File: config.mk
export PLATFORM = sky130hd
export DESIGN_NAME = mips32_multicycle_ctrl
export DESIGN_NICKNAME = d
export VERILOG_FILES = /design/src/rtl/mips32_multicycle_ctrl.sv
export SDC_FILE = /design/constraint.sdc
export NUM_CORES = 1
export LEC_CHECK = 0
export CAP_MARGIN = 30
export CORE_ASPECT_RATIO = 0.9
export CORE_MARGIN = 3
export CORE_UTILIZATION = 48
export DETAILED_ROUTE_END_ITERATION = 12
export HOLD_SLACK_MARGIN = 0.12
export PLACE_DENSITY = 0.81
export SLEW_MARGIN = 20
export SYNTH_ARGS = -nofsm -noshare
export SYNTH_HDL_FRONTEND = slang
export SYNTH_SLANG_ARGS = --single-unit
File: constraint.sdc
create_clock -name clk -period 2.88 [get_ports clk]
set_input_delay 0.432 -clock clk [delete_from_list [all_inputs] [get_ports clk]]
set_output_delay 0.432 -clock clk [all_outputs]
set_load 0.01 [all_outputs]
File: src/rtl/mips32_multicycle_ctrl.sv
// Multi-cycle MIPS32 control FSM: sequences fetch/decode/exec/mem/wb over one shared memory
// port, drives datapath enables and mux selects, and keeps cycle/retired-instruction counters.
module mips32_multicycle_ctrl #(
  parameter logic [5:0]  HALT_OP = 6'b111111,
  parameter int unsigned CNT_W   = 32
) (
  input  logic             clk,
  input  logic             reset,
  input  logic             run,
  input  logic [5:0]       opcode,
  input  logic [5:0]       funct,
  input  logic             cond_true,
  input  logic             ovf,
  input  logic             mem_ack,
  output logic             mem_req,
  output logic             mem_we,
  output logic             mem_addr_sel,
  output logic             ir_we,
  output logic             pc_we,
  output logic             mdr_we,
  output logic             aluout_we,
  output logic [1:0]       pc_src,
  output logic [1:0]       alu_b_sel,
  output logic [1:0]       alu_mode,
  output logic             extend_sel,
  output logic             rd_sel,
  output logic             wb_src,
  output logic [3:0]       reg_byte_we,
  output logic             trap,
  output logic             illegal,
  output logic             halted,
  output logic [CNT_W-1:0] cycle_cnt,
  output logic [CNT_W-1:0] instret_cnt
);

  typedef enum logic [2:0] {
    StIdle, StFetch, StDecode, StExec, StMem, StWb, StHalt
  } state_e;

  state_e           state_q, state_d;
  logic [CNT_W-1:0] cycle_q, instret_q;
  logic             retire;

  // Instruction class decode; opcode/funct come from the IR so they are stable after FETCH.
  logic is_r, is_ialu, is_lw, is_sw, is_br, is_j, is_halt, is_legal, ovf_op;

  always_comb begin
    is_r     = (opcode == 6'b000000);
    is_ialu  = (opcode[5:3] == 3'b001);
    is_lw    = (opcode == 6'b100011);
    is_sw    = (opcode == 6'b101011);
    is_br    = (opcode == 6'b000100) || (opcode == 6'b000101);
    is_j     = (opcode == 6'b000010);
    is_halt  = (opcode == HALT_OP);
    is_legal = is_r || is_ialu || is_lw || is_sw || is_br || is_j;
    ovf_op   = (is_r && (funct == 6'b100000 || funct == 6'b100010)) || (opcode == 6'b001000);
  end

  always_comb begin
    state_d      = state_q;
    retire       = 1'b0;
    mem_req      = 1'b0;
    mem_we       = 1'b0;
    mem_addr_sel = 1'b0;
    ir_we        = 1'b0;
    pc_we        = 1'b0;
    mdr_we       = 1'b0;
    aluout_we    = 1'b0;
    pc_src       = 2'd0;
    alu_b_sel    = 2'd0;
    alu_mode     = 2'd0;
    extend_sel   = 1'b0;
    rd_sel       = 1'b0;
    wb_src       = 1'b0;
    reg_byte_we  = 4'b0000;
    trap         = 1'b0;
    illegal      = 1'b0;
    halted       = 1'b0;

    unique case (state_q)
      StIdle: begin
        if (run) state_d = StFetch;
      end
      StFetch: begin
        mem_req = 1'b1;
        if (mem_ack) begin
          ir_we   = 1'b1;
          pc_we   = 1'b1;
          state_d = StDecode;
        end
      end
      StDecode: begin
        // HALT_OP is checked first so it wins even if parameterised into a legal class.
        if (is_halt) begin
          state_d = StHalt;
        end else if (is_j) begin
          pc_src  = 2'd2;
          pc_we   = 1'b1;
          retire  = 1'b1;
          state_d = StFetch;
        end else if (is_legal) begin
          state_d = StExec;
        end else begin
          illegal = 1'b1;
          state_d = StFetch;
        end
      end
      StExec: begin
        if (is_r) begin
          alu_mode  = 2'd1;
          aluout_we = 1'b1;
          state_d   = StWb;
        end else if (is_ialu) begin
          alu_mode   = 2'd2;
          alu_b_sel  = (opcode == 6'b001111) ? 2'd2 : 2'd1;
          extend_sel = (opcode[2] == 1'b0);
          aluout_we  = 1'b1;
          state_d    = StWb;
        end else if (is_lw || is_sw) begin
          alu_b_sel  = 2'd1;
          extend_sel = 1'b1;
          aluout_we  = 1'b1;
          state_d    = StMem;
        end else begin
          // Branch: ALU compares, PC takes the target only when the condition holds.
          alu_mode   = 2'd3;
          extend_sel = 1'b1;
          pc_src     = 2'd1;
          pc_we      = cond_true;
          retire     = 1'b1;
          state_d    = StFetch;
        end
      end
      StMem: begin
        mem_req      = 1'b1;
        mem_addr_sel = 1'b1;
        mem_we       = is_sw;
        if (mem_ack) begin
          if (is_sw) begin
            retire  = 1'b1;
            state_d = StFetch;
          end else begin
            mdr_we  = 1'b1;
            state_d = StWb;
          end
        end
      end
      StWb: begin
        rd_sel = is_r;
        wb_src = is_lw;
        if (ovf_op && ovf) begin
          trap = 1'b1;
        end else begin
          reg_byte_we = 4'b1111;
          retire      = 1'b1;
        end
        state_d = StFetch;
      end
      StHalt: begin
        halted = 1'b1;
      end
      default: begin
        state_d = StIdle;
      end
    endcase
  end

  always_ff @(posedge clk or posedge reset) begin
    if (reset) begin
      state_q   <= StIdle;
      cycle_q   <= '0;
      instret_q <= '0;
    end else begin
      state_q <= state_d;
      if (state_q != StIdle && state_q != StHalt) cycle_q <= cycle_q + 1'b1;
      if (retire) instret_q <= instret_q + 1'b1;
    end
  end

  assign cycle_cnt   = cycle_q;
  assign instret_cnt = instret_q;

endmodule

==> results of run 1 <==
-- layer usage --
layer | track usage [%] | vias up | share of wire [%]
met1 | 27.08 | 1492 | 45
met4 | 9.434 | 0 | 1.9
met2 | 33.79 | 109 | 46
met3 | 4.334 | 11 | 6.7
li1 | - | 1499 | -
met5 | 0 | - | 0
-- sequential cells by signal, indices dropped and copies added (netlist names) --
signal	cells
state_q	3
cycle_cnt	32
instret_cnt	32
-- cells in the mapped netlist, types with 2 or more instances --
cell type / number
sky130_fd_sc_hd__mux2_2: 2
sky130_fd_sc_hd__nand2b_1: 6
sky130_fd_sc_hd__nor3_1: 15
sky130_fd_sc_hd__buf_4: 3
sky130_fd_sc_hd__buf_2: 2
sky130_fd_sc_hd__nand4b_1: 3
sky130_fd_sc_hd__inv_1: 9
sky130_fd_sc_hd__or2_2: 3
sky130_fd_sc_hd__nand3b_1: 3
sky130_fd_sc_hd__o21ai_0: 3
sky130_fd_sc_hd__dfrtp_1: 67
sky130_fd_sc_hd__nor4_2: 8
sky130_fd_sc_hd__and2_1: 3
sky130_fd_sc_hd__nand2_1: 32
sky130_fd_sc_hd__nand4_1: 16
sky130_fd_sc_hd__and4_1: 4
sky130_fd_sc_hd__nand3_1: 22
sky130_fd_sc_hd__xor2_1: 35
sky130_fd_sc_hd__a21oi_1: 7
sky130_fd_sc_hd__clkbuf_1: 8
sky130_fd_sc_hd__a31oi_1: 2
sky130_fd_sc_hd__buf_6: 2
sky130_fd_sc_hd__nor4_1: 3
sky130_fd_sc_hd__xnor2_1: 29
sky130_fd_sc_hd__and3_1: 11
sky130_fd_sc_hd__o21bai_1: 2
sky130_fd_sc_hd__nor2_1: 36
sky130_fd_sc_hd__ha_1: 4
sky130_fd_sc_hd__a21o_1: 2
-- final cells by class --
| class | count | area [sq um] |
|---|---|---|
| clock buffer | 13 | 158.9 |
| multi-input combinational | 271 | 1851 |
| sequential | 67 | 1678 |
| tap | 93 | 116.4 |
| inverter | 9 | 33.78 |
| clock inverter | 2 | 35.03 |
| timing repair buffer | 126 | 1221 |
| fill | 531 | 2091 |
-- where the power goes --
part	total [uW]	switching (uW)	internal [uW]
Sequential	1150	120	1030
Combinational	888	437	450
Clock	772	330	442
Total	2810	887	1920
-- per-stage QoR --
step | setup WS (ns) | cell area (sq um)
CTS | 0.01090 | 5072
floorplan | 0.6820 | 3632
finish | 0.06829 | 5094
global placement | -0.06155 | 4881
global route | -0.003799 | 5094
detailed placement | -0.09503 | 4881
-- cells by family (layout without fill, tap and decap cells) --
| family | after synthesis | in the layout | synth area share, % |
|---|---|---|---|
| adders and majority gates | 4 | 4 | 1.378 |
| buffers and inverters | 25 | 150 | 3.376 |
| AOI/OAI and AO/OA | 25 | 25 | 4.719 |
| DFF | 67 | 67 | 46.16 |
| muxes | 3 | 3 | 0.8956 |
| xor gates and xnor gates | 64 | 64 | 15.43 |
| and+or+nand+nor | 175 | 175 | 28.04 |
-- what timing repair did --
action	CTS	global route
pin swaps	0	0
hold endpoints to repair	0	0
hold buffers	0	0
gates resized for setup	2	7
cloned	0	0
endpoints found under the setup margin	3	4
buffers inserted	0	0
-- worst min path at each step --
stage,start,to,slack [ns]
floorplan,cycle_cnt[31],cycle_cnt[31],0.50
global placement,cycle_cnt[31],cycle_cnt[31],0.46
detailed placement,instret_cnt[31],instret_cnt[31],0.46
CTS,reset,cycle_cnt[18],0.47
global route,cycle_cnt[27],cycle_cnt[27],0.50
finish,reset,cycle_cnt[18],0.47
==> reports/summary.md, run 1 <==
The run finished with clean final reports. sky130_fd_sc_hd__dfrtp_1 takes more of the synthesized area than any other cell. The worst register-to-register path begins at instret_cnt[3]. The deepest level of the CTS H-tree is 3, and the largest net degree at the start of global routing is 29.

Required time of the critical path: 2.45 ns. The initial antenna violation count came out at 0. In this run the register-to-register setup slack is 0.58 ns. The detailed-route via count was 3111.

The critical path ends at mdr_we. For this design the top-level I/O count stands at 105. Of the cells placed in the final design, the portion with a size suffix greater than 1 is 13.32%.

The total power was 2808 uW. TritonCTS buffer count: 9. The total count of hold-check failures in the final report came out at 0. The post-synthesis average cell area came out at 10.01 sq um. TritonCTS built the clock tree.

In this run the worst hold path is classified as in2async. For this run, the top clock speed supported by timing is 0.3557 GHz. After layout, the worst path uses 97.63% of the clock period. STA classifies the critical path startpoint as a primary input.

Clock-pin slew was measured on the worst setup and hold paths at 0.07 ns. In the routed layout, each cell is associated on average with a via count of 5.355. The finished layout holds 581 standard cells, fillers aside. The fraction of synthesis flops using an asynchronous set or reset pin was 100.0%. The post-detailed-route count of antenna-violating nets is 0, and the leakage power of the design is 0.002115 uW. The average wire per cell in the routed design is 15.15 um, and the worst-case hold slack is 0.4661 ns. Across every metal layer, demand over resource in global routing totals 20.74%. The number of placed instances, taps included is 566. For the finished layout, the period the worst path requires is 2.812 ns. The placer's final routability congestion estimate was 0.8859; the number of storage elements in the synthesis netlist was 67. The clock passes through at most 2 buffers. Launch point of the worst path: opcode[5].

Family with the most delay on the worst path: buffers and inverters. The largest individual stage delay along the critical path comes from the cell sky130_fd_sc_hd__or3b_2. Along the worst path, the maximum fanout reaches 7. The tools report the aggregate routed wire length as 8801 um. The die covers 8648 sq um. The run gives 0 as the antenna diode count. The count of final setup violators is 0. The initial detailed-routing violation count is 143. The delay of the slowest cell on the worst path is 0.51 ns, and the number of buffer and inverter instances along the worst setup path is 3. The critical path is of the in2out type. The first global-routing pass estimated 14520 um of wire. The share of synthesized area in the top cell type comes to 46.16%. The total global routing overflow is 0, and the synthesized net count is 385.

The number of distinct library cell variants in the gate-level netlist after synthesis is 50. The transition time of the tightest slew-check pin works out to 0.5640 ns. The gate count after technology mapping is 363. The cell chosen for the clock root is sky130_fd_sc_hd__clkbuf_8. The library cell used most frequently in the layout, excluding fill and tap cells, is sky130_fd_sc_hd__clkdlybuf4s50_1. For this design the ratio of total power to cell area is 551.4 nW/um^2. STA classifies the critical path endpoint as a primary output. The tools report the first-pass iteration count of the detailed router as 4.

Measured against its own limit, the worst slew margin works out to 62.26%. The total negative slack for setup checks was 0 ns; the number of global-route vias before repair was 3122. The number of cells on the worst reg-to-reg path is 6, and the cell area after synthesis is 3632 sq um. In this run the horizontal extent of the chip is 97.70 um. From synthesis to final layout, the design area changed by 40.23%. For the worst clock skew on the final layout, the log shows 0.01159 ns. The floorplan step set the die height to 88.53 um. For this run, design rule violations remaining after detail routing come to 0. The clock sink total was 67; the total core area was 7184 sq um. The signal on the critical path passes through clkdlybuf4s50_1 > buf_4 > nand4b_4 > or3b_2 > and3_1 > clkdlybuf4s50_1.

The total stage count of the critical path was 6; the clock latency on the worst-skew pair was 0.34 ns. Starting density of the core: 50.56%. The logs give 506 for the final net count and 70.90% for the post-route core utilization. The initialized floorplan defines 29 standard-cell rows.

By area the synthesized netlist is led by sky130_fd_sc_hd__dfrtp_1 46%, sky130_fd_sc_hd__xor2_1 8.4%, sky130_fd_sc_hd__xnor2_1 7.0%, sky130_fd_sc_hd__nor2_1 3.7%, sky130_fd_sc_hd__nand2_1 3.3%. The post-detailed-placement half-perimeter wirelength is 6627 um, and the count of input and output buffers is 103. The worst-case IR drop observed on VDD is 295.4 uV. Leaving out fill and tap cells, the most frequent cells in the layout are 98 x sky130_fd_sc_hd__clkdlybuf4s50_1, 66 x sky130_fd_sc_hd__dfrtp_1, 35 x sky130_fd_sc_hd__nor2_1, 35 x sky130_fd_sc_hd__xor2_1, 32 x sky130_fd_sc_hd__nand2_1. Max-cap violations in this run came to 0. In this run, synthesis inferred 0 flip-flops with an integrated enable. The cell that appears most often on the critical path is sky130_fd_sc_hd__clkdlybuf4s50_1. The tools report the share of synthesized area occupied by flip-flops and latches as 46.16%.

The number of pins with negative max-slew slack in the final report came out at 0. Data arrives at the worst endpoint at 2.38 ns. The dominant synthesized flop cell was sky130_fd_sc_hd__dfrtp_1. The worst register-to-register path ends at instret_cnt[20]. The run gives 0 as the number of warnings printed during yosys synthesis.
Power figures use the tool's default switching activity.
==> run 2: changes to the inputs <==
- REMOVE_ABC_BUFFERS: unset -> 1
- SKIP_LAST_GASP: unset -> 1
==> reports/summary.md, run 2 (synthesis results as in run 1) <==
The run finished with clean final reports. Most frequent cells in the layout: 99 x sky130_fd_sc_hd__clkdlybuf4s50_1, 67 x sky130_fd_sc_hd__dfrtp_1, 35 x sky130_fd_sc_hd__nor2_1, 35 x sky130_fd_sc_hd__xor2_1, 32 x sky130_fd_sc_hd__nand2_1 (was 98 x sky130_fd_sc_hd__clkdlybuf4s50_1, 66 x sky130_fd_sc_hd__dfrtp_1, 35 x sky130_fd_sc_hd__nor2_1, 35 x sky130_fd_sc_hd__xor2_1, 32 x sky130_fd_sc_hd__nand2_1). The first-pass iteration count of the detailed router is 4 (unchanged), and the routed via count divided by cell count is 5.402 (was 5.355). Origin of the worst min-delay path: cycle_cnt[31]. For the highest clock frequency the design can meet, the log shows 0.3614 GHz (was 0.3557 GHz).

Number of hold-repair buffers added at the cts stage: 0 (unchanged). The worst clock skew on the final layout came out at 0.01485 ns (was 0.01159 ns). The logs give 2.33 ns (was 2.38 ns) for the data arrival time of the critical path and 0 (unchanged) for the number of pins with negative max-slew slack in the final report. For the total count of hold-check failures in the final report, the log shows 0 (unchanged).

The number of cells on the worst reg-to-reg path works out to 6 (unchanged). The instance count along the most critical hold path is 1, and the setup slack after layout is 0.1133 ns (was 0.06829 ns). TritonCTS built the clock tree. For the total negative slack for setup checks, the log shows 0 ns (unchanged). The post-detailed-route count of antenna-violating nets was 0 (unchanged); the leakage power of the design was 0.002127 uW (was 0.002115 uW). The master of the slowest instance on the critical path was sky130_fd_sc_hd__clkdlybuf4s50_1 (was sky130_fd_sc_hd__or3b_2).

Number of global-route vias before repair: 3210 (was 3122). Ratio of cells with drive above 1 in the final layout: 13.50% (was 13.32%). The aggregate routed wire length is 9030 um (was 8801 um), and the areal power density over the cells is 567.5 nW/um^2 (was 551.4 nW/um^2). The number of buffer and inverter instances along the worst setup path was 2 (was 3); the cell area reported after detailed placement was 4906 sq um (was 4881 sq um). The total core area is 7184 sq um (unchanged). The global-route wire length before repair came out at 14950 um (was 14520 um). The run gives 0.56 ns (was 0.58 ns) as the register-to-register setup slack. The remaining max-slew budget at the tightest pin was 49.82% (was 62.26%); the deepest level of the CTS H-tree was 3 (unchanged).

The classification of the worst-slack hold path is reg2reg (was in2async). For the post-layout instance area, the log shows 5140 sq um (was 5094 sq um). The tools report the sort of element at the start of the critical path as a primary input (unchanged). The clock-pin slew on the worst setup and hold paths works out to 0.07 ns (about the same). The critical path class is in2out (unchanged). Post-route core utilization: 71.54% (was 70.90%).

The critical path's most frequent cell is sky130_fd_sc_hd__clkdlybuf4s50_1 (unchanged). The required time of the critical path is 2.45 ns (about the same). The TritonCTS buffer count is 9 (unchanged).

Startpoint of the worst register-to-register path: instret_cnt[4] (was instret_cnt[3]). The run gives 0 (unchanged) as the antenna diode count. The post-detailed-placement half-perimeter wirelength was 6759 um (was 6627 um); the final net count was 506 (unchanged). For the global-route usage over all layers, the log shows 21.48% (was 20.74%). Most common cell after layout, fill and taps aside: sky130_fd_sc_hd__clkdlybuf4s50_1 (unchanged). For the initial antenna violation count, the log shows 0 (unchanged). The clock period minus final worst setup slack came out at 2.767 ns (was 2.812 ns). The die outline area is 8648 sq um (unchanged), and the largest net degree at the start of global routing is 35 (was 29). The critical path endpoint category was a primary output (unchanged). For the number of top-level pins, the log shows 105 (unchanged). The run gives -0.08718 ns (was -0.09503 ns) as the pre-CTS setup slack. The maximum resistive drop on vdd came out at 486.0 uV (was 295.4 uV). The final cycle utilization of the critical path works out to 96.07% (was 97.63%).

The maximum fanout along the worst path is 7 (unchanged), and the initial detailed-routing violation count is 186 (was 143). The starting density of the core was 50.56% (unchanged); the average wire per cell in the routed design was 15.52 um (was 15.15 um). The post-synthesis to final-layout area growth was 41.51% (was 40.23%); the die extent in x was 97.70 um (unchanged).

The tools report the cell chosen for the clock root as sky130_fd_sc_hd__clkbuf_8 (unchanged). List of cells traversed by the critical path: clkdlybuf4s50_1 > nand4b_4 > or3b_2 > nor3_1 > clkdlybuf4s50_1 (was clkdlybuf4s50_1 > buf_4 > nand4b_4 > or3b_2 > and3_1 > clkdlybuf4s50_1). For the clock sink total, the log shows 67 (unchanged). The clock tree buffer depth is 2 (unchanged). Count of final setup violators: 0 (unchanged). The transition time of the tightest slew-check pin is 0.7486 ns (was 0.5640 ns), and the number of core rows is 29 (unchanged). Residual DRC count: 0 (unchanged). Capture point of the worst reg-to-reg path: instret_cnt[30] (was instret_cnt[20]).

The tools report the placer's final routability congestion estimate as 0.9051 (was 0.8859). The tools report the number of fillers in the final layout as 533 (was 531). The die height was 88.53 um (unchanged).

Family with the most delay on the worst path: buffers and inverters (unchanged). The run gives 0 (unchanged) as the number of max-cap violations. Setup repair after global routing could not meet its margin everywhere.

The run gives 3144 (was 3111) as the detailed-route via count. Count of input and output buffers: 103 (unchanged). Total global routing overflow: 0 (unchanged). The run gives 0.4678 ns (was 0.4661 ns) as the worst-case hold slack. The worst hold path terminates at cycle_cnt[31]. The clock latency on the worst-skew pair was 0.34 ns (about the same); the delay of the slowest cell on the worst path was 0.57 ns (was 0.51 ns).
==> run 2: changes by cell type in the layout (fill, tap and decap cells not counted) <==
cell,before,now
sky130_fd_sc_hd__bufinv_16,1,2
sky130_fd_sc_hd__clkbuf_1,2,1
sky130_fd_sc_hd__clkbuf_8,11,9
sky130_fd_sc_hd__dlygate4sd2_1,2,1
sky130_fd_sc_hd__buf_12,1,3
sky130_fd_sc_hd__dfrtp_2,1,0
sky130_fd_sc_hd__clkdlybuf4s50_1,98,99
sky130_fd_sc_hd__clkinv_2,1,2
sky130_fd_sc_hd__dfrtp_1,66,67
sky130_fd_sc_hd__clkinv_4,0,1
sky130_fd_sc_hd__buf_4,22,20
sky130_fd_sc_hd__inv_6,0,1
==> run 2: stage by stage <==
step / cells / total power (uW)
global route: 582 / 3094
CTS: 582 / 2937
floorplan: 347 / 1608
finish: 582 / 2917
detailed placement: 566 / 2083
global placement: 566 / 2058
==> run 2: final cells by class <==
type / count / area, sq um / share of cell area (%)
Inverter: 9 / 33.78 / 0.6573
Clock inverter: 6 / 87.58 / 1.704
Tap cell: 93 / 116.4 / 2.264
Clock buffer: 10 / 127.6 / 2.483
Multi-Input combinational cell: 271 / 1851 / 36.00
Timing Repair Buffer: 126 / 1247 / 24.27
Sequential cell: 67 / 1677 / 32.62
==> run 2: worst max path at each step <==
stage | startpoint | to | slack (ns) | cells past startpoint
after floorplan | opcode[5] | instret_cnt[15] | -0.43 | 6
after global placement | opcode[5] | illegal | -0.05 | 6
after detailed placement | opcode[5] | illegal | -0.09 | 6
after CTS | opcode[1] | mem_we | -0.001 | 5
after global routing | state_q[1] | pc_we | -0.004 | 6
final | opcode[2] | mem_we | 0.11 | 5
==> run 2: where the power goes <==
| group | internal, uW | switching [uW] |
|---|---|---|
| combinational | 474 | 433 |
| clock | 489 | 357 |
| sequential | 1030 | 136 |
==> run 2: routing by layer <==
metal | wire, um | vias up | track usage [%] | share of wire [%]
met2 | 4397 | 116 | 35.97 | 49
met4 | 100 | 0 | 6.289 | 1.1
met3 | 646 | 14 | 8.511 | 7.2
met1 | 3886 | 1509 | 26.07 | 43
li1 | - | 1505 | - | -
met5 | 0 | - | 0 | 0
==> run 2: timing repair <==
action                     CTS  global route
setup endpoints to repair    3             3
resized for setup            3             4
setup buffers                0             0
hold endpoints to repair     0             0
pin swaps                    0             0
gates cloned                 0             0
==> run 3: changes to the inputs <==
- CORE_UTILIZATION: 48 -> 30
- PLACE_DENSITY: 0.81 -> unset
==> reports/summary.md, run 3 (synthesis results as in run 1) <==
Most frequent cells in the layout: 99 x sky130_fd_sc_hd__clkdlybuf4s50_1, 67 x sky130_fd_sc_hd__dfrtp_1, 36 x sky130_fd_sc_hd__nor2_1, 35 x sky130_fd_sc_hd__xor2_1, 32 x sky130_fd_sc_hd__nand2_1 (was 99 x sky130_fd_sc_hd__clkdlybuf4s50_1, 67 x sky130_fd_sc_hd__dfrtp_1, 35 x sky130_fd_sc_hd__nor2_1, 35 x sky130_fd_sc_hd__xor2_1, 32 x sky130_fd_sc_hd__nand2_1). The data arrival time of the critical path is 2.43 ns (was 2.33 ns). The tools report the total power as 3104 uW (was 2917 uW).

The proportion of power drawn by the clock network came out at 33.7% (was 29.0%). The critical path class was in2out (unchanged). The maximum fanout along the worst path is 6 (was 7), and the pre-CTS setup slack is -0.1067 ns (was -0.08718 ns). The maximum resistive drop on vdd is 257.7 uV (was 486.0 uV). The tools report the post-route core utilization as 45.70% (was 71.54%).

The final non-filler cell total came out at 647 (was 582). The transition time of the tightest slew-check pin came out at 0.5230 ns (was 0.7486 ns). The number of placed instances, taps included was 633 (was 566). The number of global-route vias before repair was 3162 (was 3210). TritonCTS built the clock tree. The TritonCTS buffer count is 9 (unchanged), and the routed via count divided by cell count is 4.790 (was 5.402). The tools report the cell chosen for the clock root as sky130_fd_sc_hd__clkbuf_16 (was sky130_fd_sc_hd__clkbuf_8). The initial antenna violation count was 0 (unchanged). The share of power burned in registers is 37.5% (was 39.9%), and the post-detailed-route count of antenna-violating nets is 0 (unchanged).

The number of pins with negative max-slew slack in the final report came out at 0 (unchanged). The classification of the worst-slack hold path was in2async (was reg2reg). The largest net degree at the start of global routing was 26 (was 35); the global-route wire length before repair was 15500 um (was 14950 um). List of cells traversed by the critical path: clkdlybuf4s50_1 > buf_4 > nand4b_4 > or3b_2 > and3_1 > clkdlybuf4s50_1 (was clkdlybuf4s50_1 > nand4b_4 > or3b_2 > nor3_1 > clkdlybuf4s50_1). The logs give 0.02199 ns (was 0.1133 ns) for the setup slack after layout and 3099 (was 3144) for the detailed-route via count. The power spent charging and discharging nets is 927.6 uW (was 926.4 uW). The flow ran to the end, and the final reports show no timing, DRC or antenna violations.

Master of the slowest instance on the critical path: sky130_fd_sc_hd__clkdlybuf4s50_1 (unchanged). The areal power density over the cells is 584.5 nW/um^2 (was 567.5 nW/um^2). The ratio of cells with drive above 1 in the final layout is 14.05% (was 13.50%).

The family with the most delay on the worst path was buffers and inverters (unchanged). The die extent in x was 122.0 um (was 97.70 um). The logs give 0.3499 GHz (was 0.3614 GHz) for the highest clock frequency the design can meet and 0.006554 ns (was 0.01485 ns) for the worst clock skew on the final layout. The number of hold-repair buffers added at the cts stage was 0 (unchanged). The total count of hold-check failures in the final report was 0 (unchanged); the average wire per cell in the routed design was 14.29 um (was 15.52 um).

The post-synthesis to final-layout area growth was 46.19% (was 41.51%); the number of buffer and inverter instances along the worst setup path was 3 (was 2). Total global routing overflow: 0 (unchanged). The most common cell after layout, fill and taps aside was sky130_fd_sc_hd__clkdlybuf4s50_1 (unchanged).

The post-detailed-placement half-perimeter wirelength was 6887 um (was 6759 um). Deepest level of the CTS H-tree: 3 (unchanged). Clock tree buffer depth: 2 (unchanged).

For the number of max-cap violations, the log shows 0 (unchanged). The die height came out at 110.4 um (was 88.53 um). The clock sink total was 67 (unchanged).

The critical path's most frequent cell was sky130_fd_sc_hd__clkdlybuf4s50_1 (unchanged). The sort of element at the start of the critical path was a primary input (unchanged). The die outline area was 13470 sq um (was 8648 sq um). The tools report the internal power contribution as 2176 uW (was 1991 uW).

The tools report the total core area as 11620 sq um (was 7184 sq um). The required time of the critical path was 2.45 ns (about the same). The residual DRC count is 0 (unchanged), and the post-CTS setup buffer count is 0 (unchanged). The aggregate routed wire length was 9248 um (was 9030 um); the clock period minus final worst setup slack was 2.858 ns (was 2.767 ns). The final net count came out at 510 (was 506). The run gives 0.8030 (was 0.9051) as the placer's final routability congestion estimate. The count of final setup violators was 0 (unchanged); the first-pass iteration count of the detailed router was 4 (unchanged). The initial detailed-routing violation count is 165 (was 186), and the starting density of the core is 31.26% (was 50.56%).

The remaining max-slew budget at the tightest pin is 65.01% (was 49.82%). The tools report the total negative slack for setup checks as 0 ns (unchanged). The leakage power of the design came out at 0.002177 uW (was 0.002127 uW).

The global-route usage over all layers is 14.43% (was 21.48%), and the antenna diode count is 0 (unchanged). The clock-pin slew on the worst setup and hold paths came out at 0.05 ns (was 0.07 ns). The register-to-register setup slack was 0.52 ns (was 0.56 ns); the count of input and output buffers was 103 (unchanged).

Switching portion of total power: 29.89% (was 31.76%). The tools report the critical path endpoint category as a primary output (unchanged). The number of core rows is 37 (was 29).

The delay of the slowest cell on the worst path came out at 0.53 ns (was 0.57 ns). The clock latency on the worst-skew pair is 0.32 ns (was 0.34 ns), and the proportion of power drawn by combinational gates is 28.8% (was 31.1%). The final cycle utilization of the critical path is 99.24% (was 96.07%). Setup repair after global routing could not meet its margin everywhere. Number of top-level pins: 105 (unchanged).
==> run 3: final timing paths <==
path	start	to	cells after the start
min in group clk	cycle_cnt[31]	cycle_cnt[31]	1
worst max register to register	state_q[1]	instret_cnt[6]	7
worst max-delay path	opcode[5]	mdr_we	6
max in group asynchronous	reset	cycle_cnt[10]	3
worst min-delay path	reset	cycle_cnt[0]	2
worst min register to register	cycle_cnt[31]	cycle_cnt[31]	1
==> run 3: repair_timing <==
action,CTS,global route
gates resized for setup,3,5
endpoints found under the setup margin,3,6
pin swaps,0,1
==> run 3: power by group through the flow <==
stage	sequential, uW	clock (uW)	combinational (uW)
6_report	1160	1050	895
5_1_grt	1190	1130	987
4_1_cts	1170	1080	906
3_5_place_dp	1180	0	894
3_3_place_gp	1180	0	896
2_1_floorplan	1190	0	413
==> run 3: area by class of cell <==
cell class | count | area, sq um
clock buffer | 11 | 242.7
clock inverter | 3 | 40.04
inverter | 9 | 33.78
multi-input combinational | 271 | 1857
fill | 1110 | 6310
tap | 156 | 195.2
timing repair buffer | 130 | 1265
sequential | 67 | 1677
==> run 3: stage by stage <==
| stage | area [sq um] | hold slack [ns] |
|---|---|---|
| after floorplan | 3543 | 0.5039 |
| after global placement | 5002 | 0.4564 |
| after detailed placement | 5002 | 0.4624 |
| after CTS | 5295 | 0.4656 |
| after global routing | 5310 | 0.4864 |
| final | 5310 | 0.4567 |
==> run 3: per-layer routing <==
layer  wire length [um]  vias to the layer above  GRT usage, %
met3                598                        8         4.337
met2               4187                       91         22.56
met1               4363                     1485         19.35
met5                  0                        -             0
met4                 99                        0         4.480
li1                   -                     1515             -
